`config.mk`:
```
export PLATFORM = sky130hd
export DESIGN_NAME = video_overlay
export DESIGN_NICKNAME = d
export VERILOG_FILES = /design/src/rtl/video_overlay.sv
export SDC_FILE = /design/constraint.sdc
export NUM_CORES = 1
export LEC_CHECK = 0
export ABC_CLOCK_PERIOD_IN_PS = 6800
export BUFFER_PORTS_ARGS = -buffer_cell sky130_fd_sc_hd__buf_4
export CORE_UTILIZATION = 55
export DETAILED_ROUTE_END_ITERATION = 6
export PLACE_DENSITY_LB_ADDON = 0.08
export SKIP_CTS_REPAIR_TIMING = 1
export SLEW_MARGIN = 10
export SYNTH_ARGS = -nofsm -noshare
export SYNTH_HDL_FRONTEND = slang
export SYNTH_SLANG_ARGS = --single-unit
```
`constraint.sdc`:
```
create_clock -name pixel_clk -period 6.8 [get_ports pixel_clk]
set_input_delay 0.34 -clock pixel_clk [delete_from_list [all_inputs] [get_ports pixel_clk]]
set_output_delay 0.34 -clock pixel_clk [all_outputs]
set_load 0.01 [all_outputs]
```
`src/rtl/video_overlay.sv`:
```
// Purpose : re-emits the VGA timing/RGB stream and draws a bouncing solid box over the active area.
// Latency : exactly 1 pixel_clk for out_hs/out_vs/out_blank/out_rgb.
// Backpressure: none; the stage never stalls and consumes one pixel per clock.
//
// Ports:
//   pixel_clk, pixel_rst  : pixel clock and synchronous active-high reset
//   enable                : 1 = draw and move the box, 0 = pure pass-through (position frozen)
//   in_hs/in_vs/in_blank/in_rgb   : upstream timing (syncs active low, blank=1 means active pixel)
//   out_hs/out_vs/out_blank/out_rgb : same stream one clock later, with the overlay applied
//   box_x, box_y          : current top-left corner of the box
//   frame_cnt             : number of in_vs falling edges seen, wrapping at 16 bits
//
// Build option: define OVERLAY_GRID_EN to add a 16-pixel grey grid underneath the box.

module video_overlay #(
  parameter int          HDISP     = 800,
  parameter int          VDISP     = 480,
  parameter int          BOX_W     = 32,
  parameter int          BOX_H     = 32,
  parameter int          STEP      = 4,
  parameter logic [23:0] BOX_COLOR = 24'hFF0000
) (
  input  logic                       pixel_clk,
  input  logic                       pixel_rst,
  input  logic                       enable,
  input  logic                       in_hs,
  input  logic                       in_vs,
  input  logic                       in_blank,
  input  logic [23:0]                in_rgb,
  output logic                       out_hs,
  output logic                       out_vs,
  output logic                       out_blank,
  output logic [23:0]                out_rgb,
  output logic [$clog2(HDISP)-1:0]   box_x,
  output logic [$clog2(VDISP)-1:0]   box_y,
  output logic [15:0]                frame_cnt
);

  localparam int XW  = $clog2(HDISP);
  localparam int YW  = $clog2(VDISP);
  // Counter/compare widths leave headroom so box_pos + BOX_W never wraps.
  localparam int CW  = $clog2(HDISP + BOX_W + 1);
  localparam int YCW = $clog2(VDISP + BOX_H + 1);

  localparam logic [CW-1:0]  X_MAX_C  = CW'(HDISP - BOX_W);
  localparam logic [YCW-1:0] Y_MAX_C  = YCW'(VDISP - BOX_H);
  localparam logic [CW-1:0]  X_STEP_C = CW'(STEP);
  localparam logic [YCW-1:0] Y_STEP_C = YCW'(STEP);
  localparam logic [CW-1:0]  BOX_W_C  = CW'(BOX_W);
  localparam logic [YCW-1:0] BOX_H_C  = YCW'(BOX_H);
  localparam logic [YCW-1:0] VDISP_C  = YCW'(VDISP);

  typedef enum logic {
    WAIT_VS = 1'b0,
    MOVE    = 1'b1
  } state_t;

  state_t           state, state_nxt;
  logic [CW-1:0]    x_cnt;
  logic [YCW-1:0]   y_cnt;
  logic             dir_x_neg, dir_y_neg;
  logic             dir_x_neg_nxt, dir_y_neg_nxt;
  logic [XW-1:0]    box_x_nxt;
  logic [YW-1:0]    box_y_nxt;
  logic [23:0]      rgb_nxt;
  logic             in_box;
  logic             vs_fall, blank_fall;

  // out_vs and out_blank are exactly the previous-cycle inputs, so they double
  // as the edge-detect history (reset values 1 and 0 match the required history).
  assign vs_fall    = out_vs & ~in_vs;
  assign blank_fall = out_blank & ~in_blank;

  // ---------------------------------------------------------------- pixel rule
  assign in_box = (x_cnt >= CW'(box_x)) && (x_cnt < CW'(box_x) + BOX_W_C) &&
                  (y_cnt >= YCW'(box_y)) && (y_cnt < YCW'(box_y) + BOX_H_C);

`ifdef OVERLAY_GRID_EN
  logic on_grid;
  assign on_grid = (x_cnt[3:0] == 4'd0) || (y_cnt[3:0] == 4'd0);
`endif

  always_comb begin
    rgb_nxt = in_rgb;
    if (!in_blank) begin
      rgb_nxt = 24'h000000;
    end else if (enable && in_box) begin
      rgb_nxt = BOX_COLOR;
`ifdef OVERLAY_GRID_EN
    end else if (enable && on_grid) begin
      rgb_nxt = 24'h404040;
`endif
    end
  end

  // ---------------------------------------------------------------- motion FSM
  always_comb begin
    state_nxt     = state;
    box_x_nxt     = box_x;
    box_y_nxt     = box_y;
    dir_x_neg_nxt = dir_x_neg;
    dir_y_neg_nxt = dir_y_neg;
    case (state)
      WAIT_VS: begin
        if (vs_fall && enable) begin
          state_nxt = MOVE;
        end
      end
      MOVE: begin
        state_nxt = WAIT_VS;
        // Horizontal axis: clamp at the edge and reverse in the same move.
        if (!dir_x_neg) begin
          if (CW'(box_x) + X_STEP_C >= X_MAX_C) begin
            box_x_nxt     = XW'(X_MAX_C);
            dir_x_neg_nxt = 1'b1;
          end else begin
            box_x_nxt = box_x + XW'(STEP);
          end
        end else begin
          if (CW'(box_x) <= X_STEP_C) begin
            box_x_nxt     = '0;
            dir_x_neg_nxt = 1'b0;
          end else begin
            box_x_nxt = box_x - XW'(STEP);
          end
        end
        // Vertical axis, same rule.
        if (!dir_y_neg) begin
          if (YCW'(box_y) + Y_STEP_C >= Y_MAX_C) begin
            box_y_nxt     = YW'(Y_MAX_C);
            dir_y_neg_nxt = 1'b1;
          end else begin
            box_y_nxt = box_y + YW'(STEP);
          end
        end else begin
          if (YCW'(box_y) <= Y_STEP_C) begin
            box_y_nxt     = '0;
            dir_y_neg_nxt = 1'b0;
          end else begin
            box_y_nxt = box_y - YW'(STEP);
          end
        end
      end
      default: state_nxt = WAIT_VS;
    endcase
  end

  always_ff @(posedge pixel_clk) begin
    if (pixel_rst) begin
      state <= WAIT_VS;
    end else begin
      state <= state_nxt;
    end
  end

  // ---------------------------------------------------------------- datapath
  always_ff @(posedge pixel_clk) begin
    if (pixel_rst) begin
      out_hs    <= 1'b1;
      out_vs    <= 1'b1;
      out_blank <= 1'b0;
      out_rgb   <= 24'h000000;
      x_cnt     <= '0;
      y_cnt     <= '0;
      box_x     <= '0;
      box_y     <= '0;
      dir_x_neg <= 1'b0;
      dir_y_neg <= 1'b0;
      frame_cnt <= 16'd0;
    end else begin
      out_hs    <= in_hs;
      out_vs    <= in_vs;
      out_blank <= in_blank;
      out_rgb   <= rgb_nxt;

      if (blank_fall) begin
        x_cnt <= '0;
      end else if (in_blank) begin
        x_cnt <= x_cnt + CW'(1);
      end

      // VS has priority over the end-of-line increment when both fall together.
      if (vs_fall) begin
        y_cnt <= '0;
      end else if (blank_fall && (y_cnt != VDISP_C)) begin
        y_cnt <= y_cnt + YCW'(1);
      end

      // A VS edge can never land in the single MOVE cycle (VS must rise first),
      // so counting on every falling edge equals counting from WAIT_VS.
      if (vs_fall) begin
        frame_cnt <= frame_cnt + 16'd1;
      end

      box_x     <= box_x_nxt;
      box_y     <= box_y_nxt;
      dir_x_neg <= dir_x_neg_nxt;
      dir_y_neg <= dir_y_neg_nxt;
    end
  end

endmodule

```
# == After elaboration in Yosys (flattened, before gate mapping) ==
# Cells that the tools add are included.
# W data, S select, Z words.
# op_classes
add_sub_neg,10
order_cmp,8
eq_ne,1
muxes,15
bitwise_logic,5
n_reduce_logical,10
# ops
op,n
$mux W10,3
$mux W9,3
$mux W24,1
$add A10 B1 Y10 const B,2
$lt A10 B10 Y1,2
$add A16 B1 Y16 const B,1
$add A10 B3 Y10 const B,1
$add A10 B6 Y10 const B,1
$add A9 B3 Y10 const B,1
$add A9 B6 Y10 const B,1
$ge A10 B10 Y1,1
$ge A10 B10 Y1 const B,1
$ge A10 B9 Y1,1
$ge A10 B9 Y1 const B,1
$le A10 B3 Y1 const B,1
$ne A10 B9 Y1 const B,1
$sub A10 B3 Y10 const B,1
$add A9 B3 Y9 const B,1
$le A9 B3 Y1 const B,1
$sub A9 B3 Y9 const B,1
$mux W1,7
$logic_and A1 B1 Y1,6
$reduce_or A2 Y1,3
$not A1 Y1,3
other kinds (3),4
# word_totals
ff_bits,85
output_inout_bits,62
elab_cells,62

# == Depth between registers and ports, before layout ==
# Gate-level depths: netlist (run 1).
# depth
ltp_word,7
depth_mapped,11
depth_no_buf,9

# == Least setup slack after synthesis (run 1) ==
# OpenSTA, ideal clock, no wires.
# synth_timing
path_kind,reg-to-reg
start,register box_y[6]
end,register out_rgb[10]
setup_time_ps,117
arrival_time_ps,2617
t_required_ps,6683
path_slack_ps,4066
path_stages_with_launch,12
cell_sequence,dfxtp_1 > clkbuf_1 > inv_1 > ha_1 > inv_1 > ha_1 > nand4_1 > a211oi_1 > or4_1 > nor4b_4 > buf_2 > nor2_1
# synth_via
elab_chain_len,5
elab_cells_between_ends,7
classes_between,1 x add/sub; 2 x order compare; 4 x reduce/logical
# synth_lines
element,line,text
"start, declared",35,"output logic [$clog2(VDISP)-1:0] box_y,"
"start signal, assigned",196,box_y <= box_y_nxt;
$add A9 B6 Y10 or $ge A10 B9 Y1 (tied branches),76,(y_cnt >= YCW'(box_y)) && (y_cnt < YCW'(box_y) + BOX_H_C);
$lt A10 B10 Y1 or $logic_and A1 B1 Y1 (tied branches),"76, 75",
$logic_and A1 B1 Y1 (*),76,
$logic_and A1 B1 Y1 (*),87,end else if (enable && in_box) begin
$reduce_or A3 Y1 (no line) (*),--,
"end signal, assigned",174,out_rgb <= rgb_nxt;
"end, declared",33,"output logic [23:0] out_rgb,"
# Mark *: on every way between the ends. The rest lies on a longest branch, timed or not.
# A chain may end at the register's enable or synchronous reset.

# == Worst setup path in the final report (run 1) ==
# layout_timing
start,register box_x[5]
end,register out_rgb[3]
# layout_via
elab_chain_len,7
elab_cells_between_ends,8
classes_between,1 x add/sub; 2 x order compare; 5 x reduce/logical
# layout_lines
element,line,text
"start, declared",34,"output logic [$clog2(HDISP)-1:0] box_x,"
"start signal, assigned",195,box_x <= box_x_nxt;
$add A10 B6 Y10,75,assign in_box = (x_cnt >= CW'(box_x)) && (x_cnt < CW'(box_x) + BOX_W_C) &&
$lt A10 B10 Y1,75,
$logic_and A1 B1 Y1 (*) (2 in series),75,
$logic_and A1 B1 Y1 (*),76,
$logic_and A1 B1 Y1 (*),87,
$reduce_or A3 Y1 (no line) (*),--,
# Marked as above.

==> results of run 1 <==
## power groups by stage
stage               Clock [uW]  Combinational, uW  Sequential [uW]
floorplan                    0               62.8              511
global placement             0                104              510
detailed placement           0                107              511
CTS                        419                107              500
global route               437                118              502
finish                     412                107              500
## worst max-delay path, stage by stage (launching register included)
cell and delay, ps:
dfxtp_1 630, ha_1 290, nand3_1 170, xnor2_1 190, ha_1 280, a21boi_0 130
or4_1 580, nor4b_4 970, nor2_1 140
## worst paths after layout
check	cells past startpoint	end	start
worst max-delay path	8	out_rgb[3]	box_x[5]
worst min-delay path	2	out_hs	in_hs
worst max register to register	8	out_rgb[3]	box_x[5]
worst min register to register	2	frame_cnt[1]	frame_cnt[1]
## layout by cell type (no fill, tap or decap), drive strengths merged, types with 9 or more instances in the layout
cell type / n
a21oi: 30
and3: 9
buf: 88
clkbuf: 10
dfxtp: 81
ha: 41
inv: 35
nand2: 45
nand3: 20
nand4: 10
nor2: 64
nor3: 16
o21a: 11
o21ai: 23
or3: 11
xnor2: 16
xor2: 18
## state kept, by name, summed over array words and instances (netlist names)
register / flops
frame_cnt: 16
x_cnt: 10
dir_y_neg: 1
box_x: 8
out_hs: 1
state: 1
dir_x_neg: 1
out_blank: 1
out_rgb: 24
y_cnt: 10
box_y: 7
out_vs: 1
## stage by stage
step / hold WS [ps] / power [uW] / cell area [um^2] / instances / util, %
finish: 183 / 1020 / 5460 / 728 / 69.2
CTS: 165 / 1030 / 5460 / 728 / 69.2
global route: 172 / 1060 / 5460 / 728 / 69.2
detailed placement: 497 / 618 / 5220 / 712 / 66.2
global placement: 485 / 615 / 5220 / 712 / 66.2
floorplan: 444 / 574 / 4580 / 551 / -
## cell type report
cell class,instances,area [um^2],share of cell area [%]
tap,102,128,2.34
clock inverter,6,97.6,1.79
sequential,81,1620,29.7
clock buffer,10,138,2.52
timing repair buffer,88,661,12.1
inverter,33,124,2.27
multi-input combinational,408,2690,49.3
## cell families (layout without fill, tap and decap cells)
kind of cell | Yosys count | in the layout | share of synthesized area (%)
DFF | 81 | 81 | 35.5
muxes | 3 | 3 | 0.657
xor gates and xnor gates | 34 | 34 | 6.51
buffers and inverters | 62 | 137 | 5.94
adders and majority gates | 41 | 41 | 11.2
and+or+nand+nor | 209 | 209 | 23.0
AOI/OAI and AO/OA | 117 | 117 | 17.1
other | 1 | 4 | 0.0820
## layer usage
layer  vias up  routed length [um]  global-route usage, %
met1      1943                4660                   31.1
met4         0                 194                   9.23
met5         -                   0                      0
met3        22                 537                   4.72
met2       124                5320                   43.9
li1       2070                   -                      -
==> results.cfg, run 1 <==
[status]
status = completed

[cts]
cts.path.max_buffers = 2
clock_latency_ps = 340
cts_tree = yes
root_buffer = clkbuf_8
clkTransAtPathRegs_ps = 90
h-tree-depth = 3
clock-sinks = 81
numCtsBuffers = 9

[critical_path]
crit_required_ps = 6990
cp-start-kind = register
crit_type = reg -> reg
critPathArrivalTime_ps = 3720
reg2reg_slack_ps = 3270
critPathMaxFanout = 24
cp-end-kind = register

[route]
drc = 0
post_drt_wl_per_cell_um = 14.7
dr.pass1.iters = 4
avgViaCountPerCell = 5.71
num_vias = 4159
ant_nets = 0
drt_iter0_drc = 182
routed_wl_um = 10700

[timing]
fin_tns_setup_ps = 0
drv_slew = 0
setup_violations = 0
period_needed_ps = 3530
finClkSkew_ps = 11.8
fmaxAchievable_ghz = 0.283
slew_headroom_pct = 21.9
hold_viol = 0
min_period_over_period_pct = 52.0
rsz0062_at_grt = false
setup_ws_ps = 3270
worst_slew_pin_slew_ps = 1170

[placement]
hpwl_um = 7730
place_ws_ps = 3260
portBuffers = 87
gp_congestion = 0.931

[power]
combPwrFrac_pct = 10.5
p_leak_uw = 0.00225
p_sw_uw = 260
p_clk_share_pct = 40.4
ir_worst_vdd_v = 0.000122
switching_share_pct = 25.5
powerDensity_nw_per_um2 = 187
internal-power_uw = 759
power_frac_seq_pct = 49.1

[layout]
fin_nets = 692
diodes = 0
syn2layout_area_growth_pct = 19.4
num-fill-cells = 657
drive_above_1_share_pct = 18.4

[global_routing]
grt_pass1_wl_um = 17800
track_usage_pct = 25.3
grt_max_degree = 42
overflow = 0
grt_pass1_vias = 3847
antenna_found_initial = 0

[synthesis]
synth_area_um2 = 4570
netlist-cell-type-count = 55
ys_dominant_reg_cell = dfxtp_1
synth-seq-cells = 81
yosys-top-cells-count = dfxtp_1 (81), nor2_1 (64), nand2_1 (45), ha_1 (41), inv_1 (33)
yosys_warnings = 0
synthArstFlopShare_pct = 0
synth-seq-area-share_pct = 35.5
syn_inst = 548
synth_area_leaders = dfxtp_1 (35%), ha_1 (11%), nor2_1 (5.3%), nand2_1 (3.7%), xor2_1 (3.4%)
yosys.cell_count.top_type = dfxtp_1
syn_avg_cell_area_um2 = 8.34
synth_top_area_share_pct = 35.5
synth_edf_count = 0
synth_top_area_cell = dfxtp_1

[min_path]
hold_class = in -> reg

[floorplanning]
start_util_pct = 58.0
num_rows = 32
dieArea_um2 = 8680
dieHeight_um = 93.2
io_pins = 92
coreArea_um2 = 7890
die_x_um = 93.2

[run]
cap_violations = 0
Note: power is estimated with default switching activity, not from simulation.
==> inputs of run 2 (changes only) <==
--- a/config.mk
+++ b/config.mk
@@ -5,7 +5,7 @@
 export SDC_FILE = /design/constraint.sdc
 export NUM_CORES = 1
 export LEC_CHECK = 0
-export ABC_CLOCK_PERIOD_IN_PS = 6800
+export ABC_CLOCK_PERIOD_IN_PS = 3350
 export BUFFER_PORTS_ARGS = -buffer_cell sky130_fd_sc_hd__buf_4
 export CORE_UTILIZATION = 55
 export DETAILED_ROUTE_END_ITERATION = 6
==> constraint.sdc (replaced) <==
create_clock -name pixel_clk -period 3.35 [get_ports pixel_clk]
set_input_delay 0.1675 -clock pixel_clk [delete_from_list [all_inputs] [get_ports pixel_clk]]
set_output_delay 0.1675 -clock pixel_clk [all_outputs]
set_load 0.01 [all_outputs]
==> results.cfg, run 2 (synthesis results as in run 1) <==
[layout]
regMostFlops = out_rgb
num-fill-cells = 630
diodes = 0
syn2layout_area_growth_pct = 20.4
drive_above_1_share_pct = 18.9
seqCellArea_um2 = 1620
fin_nets = 700
largest_reg_flops = 24
reg_top3 = out_rgb: 24 flops, frame_cnt: 16 flops
multi_input_area_um2 = 2690
final_common_cell = buf_4
final_cell_mix = buf_4 (93), dfxtp_1 (81), nor2_1 (64)
fin_area_um2 = 5500

[route]
avgViaCountPerCell = 5.67
met3WireLength_um = 526
wl_met2_um = 5340
routed_wl_um = 10700
wl_met1_um = 4580
dr.pass1.iters = 5
drt_iter0_drc = 189
ant_nets = 0
num_vias = 4173
highest_layer = met4
post_drt_wl_per_cell_um = 14.5
drc = 0

[floorplanning]
dieArea_um2 = 8680
io_pins = 92
dieHeight_um = 93.2
coreArea_um2 = 7890
die_x_um = 93.2
num_rows = 32
start_util_pct = 58.0

[timing]
rsz0062_at_grt = false
setup_violations = 0
fmaxAchievable_ghz = 0.358
min_period_over_period_pct = 83.5
period_needed_ps = 2800
drv_slew = 0
worst_slew_pin_slew_ps = 762
holdWs_ps = -0.554
slew_headroom_pct = 48.5
setup_ws_ps = 553
finClkSkew_ps = 5.47
fin_tns_setup_ps = 0
hold_viol = 1

[power]
p_clk_share_pct = 38.1
p_sw_uw = 545
ir_worst_vdd_v = 0.000257
p_leak_uw = 0.00227
internal-power_uw = 1450
powerDensity_nw_per_um2 = 363
power_frac_seq_pct = 50.6
combPwrFrac_pct = 11.4
switching_share_pct = 27.3
p_total_uw = 2000

[global_routing]
track_usage_pct = 25.0
overflow = 0
antenna_found_initial = 0
grt_pass1_wl_um = 17400
grt_pass1_vias = 3817
grt_max_degree = 42

[cts]
clock_latency_ps = 350
root_buffer = clkbuf_8
clkTransAtPathRegs_ps = 90
h-tree-depth = 3
clock-sinks = 81
cts.path.max_buffers = 2
numCtsBuffers = 9
cts_tree = yes

[critical_path]
critPathMaxFanout = 24
crit_type = reg -> reg
max_stage_delay_ps = 560
cp_slowest_cell = or4_1
cpMostUsedCell = ha_1
cp-start-kind = register
critPathArrivalTime_ps = 3040
cp-end-kind = register
crit_chain = ha_1 -> nand3_1 -> xnor2_1 -> ha_1 -> a21boi_0 -> or4_1 -> nor4b_4 -> buf_4 -> nor2_1
crit_required_ps = 3590

[run]
cap_violations = 0

[placement]
placedInstanceArea_um2 = 5260
gp_congestion = 0.927
hpwl_um = 7610
place_ws_ps = 579
portBuffers = 87

[status]
status = complete, but fails checks
violations = hold timing

[min_path]
hold_class = in -> reg
==> run 2: per-layer routing <==
layer	track usage [%]	up-vias
li1	-	2083
met1	30.2	1910
met2	43.4	153
met3	3.90	27
met4	11.7	0
met5	0	-
==> run 2: final timing paths <==
kind	to	cells after the start	start	slack, ps
setup / recovery	out_rgb[10]	9	box_x[6]	550
hold / removal	out_hs	2	in_hs	-0.6
setup reg to reg	out_rgb[10]	9	box_x[6]	550
hold reg to reg	frame_cnt[8]	2	frame_cnt[8]	510
==> run 2: worst max-delay path: cells and delay by family (launching register included) <==
family | cells | cell delay, ps
AND/OR/NAND/NOR | 4 | 1030
adder cells (fa/ha/maj) | 2 | 550
flip-flops | 1 | 500
buffers and inverters | 1 | 300
XOR/XNOR | 1 | 180
AO/OA/AOI/OAI | 1 | 120
==> run 2: layout make-up <==
class                           instances  share of cell area, %
Clock buffer                            9                   2.25
Sequential cell                        81                   29.5
Multi-Input combinational cell        408                   48.9
Clock inverter                          7                   1.59
Timing Repair Buffer                   96                   13.2
Inverter                               33                   2.25
Tap cell                              102                   2.32
==> run 2: per-stage QoR <==
stage | instances | util (%)
6_report | 736 | 69.8
4_1_cts | 733 | 69.4
2_1_floorplan | 551 | -
3_3_place_gp | 717 | 66.7
5_1_grt | 736 | 69.8
3_5_place_dp | 717 | 66.7
==> run 2: power groups by stage <==
stage	clock network, uW	registers (uW)	logic, uW
after floorplan	0	1040	127
after global placement	0	1030	219
after detailed placement	0	1030	223
after CTS	784	1010	225
after global routing	821	1010	248
final	760	1010	227
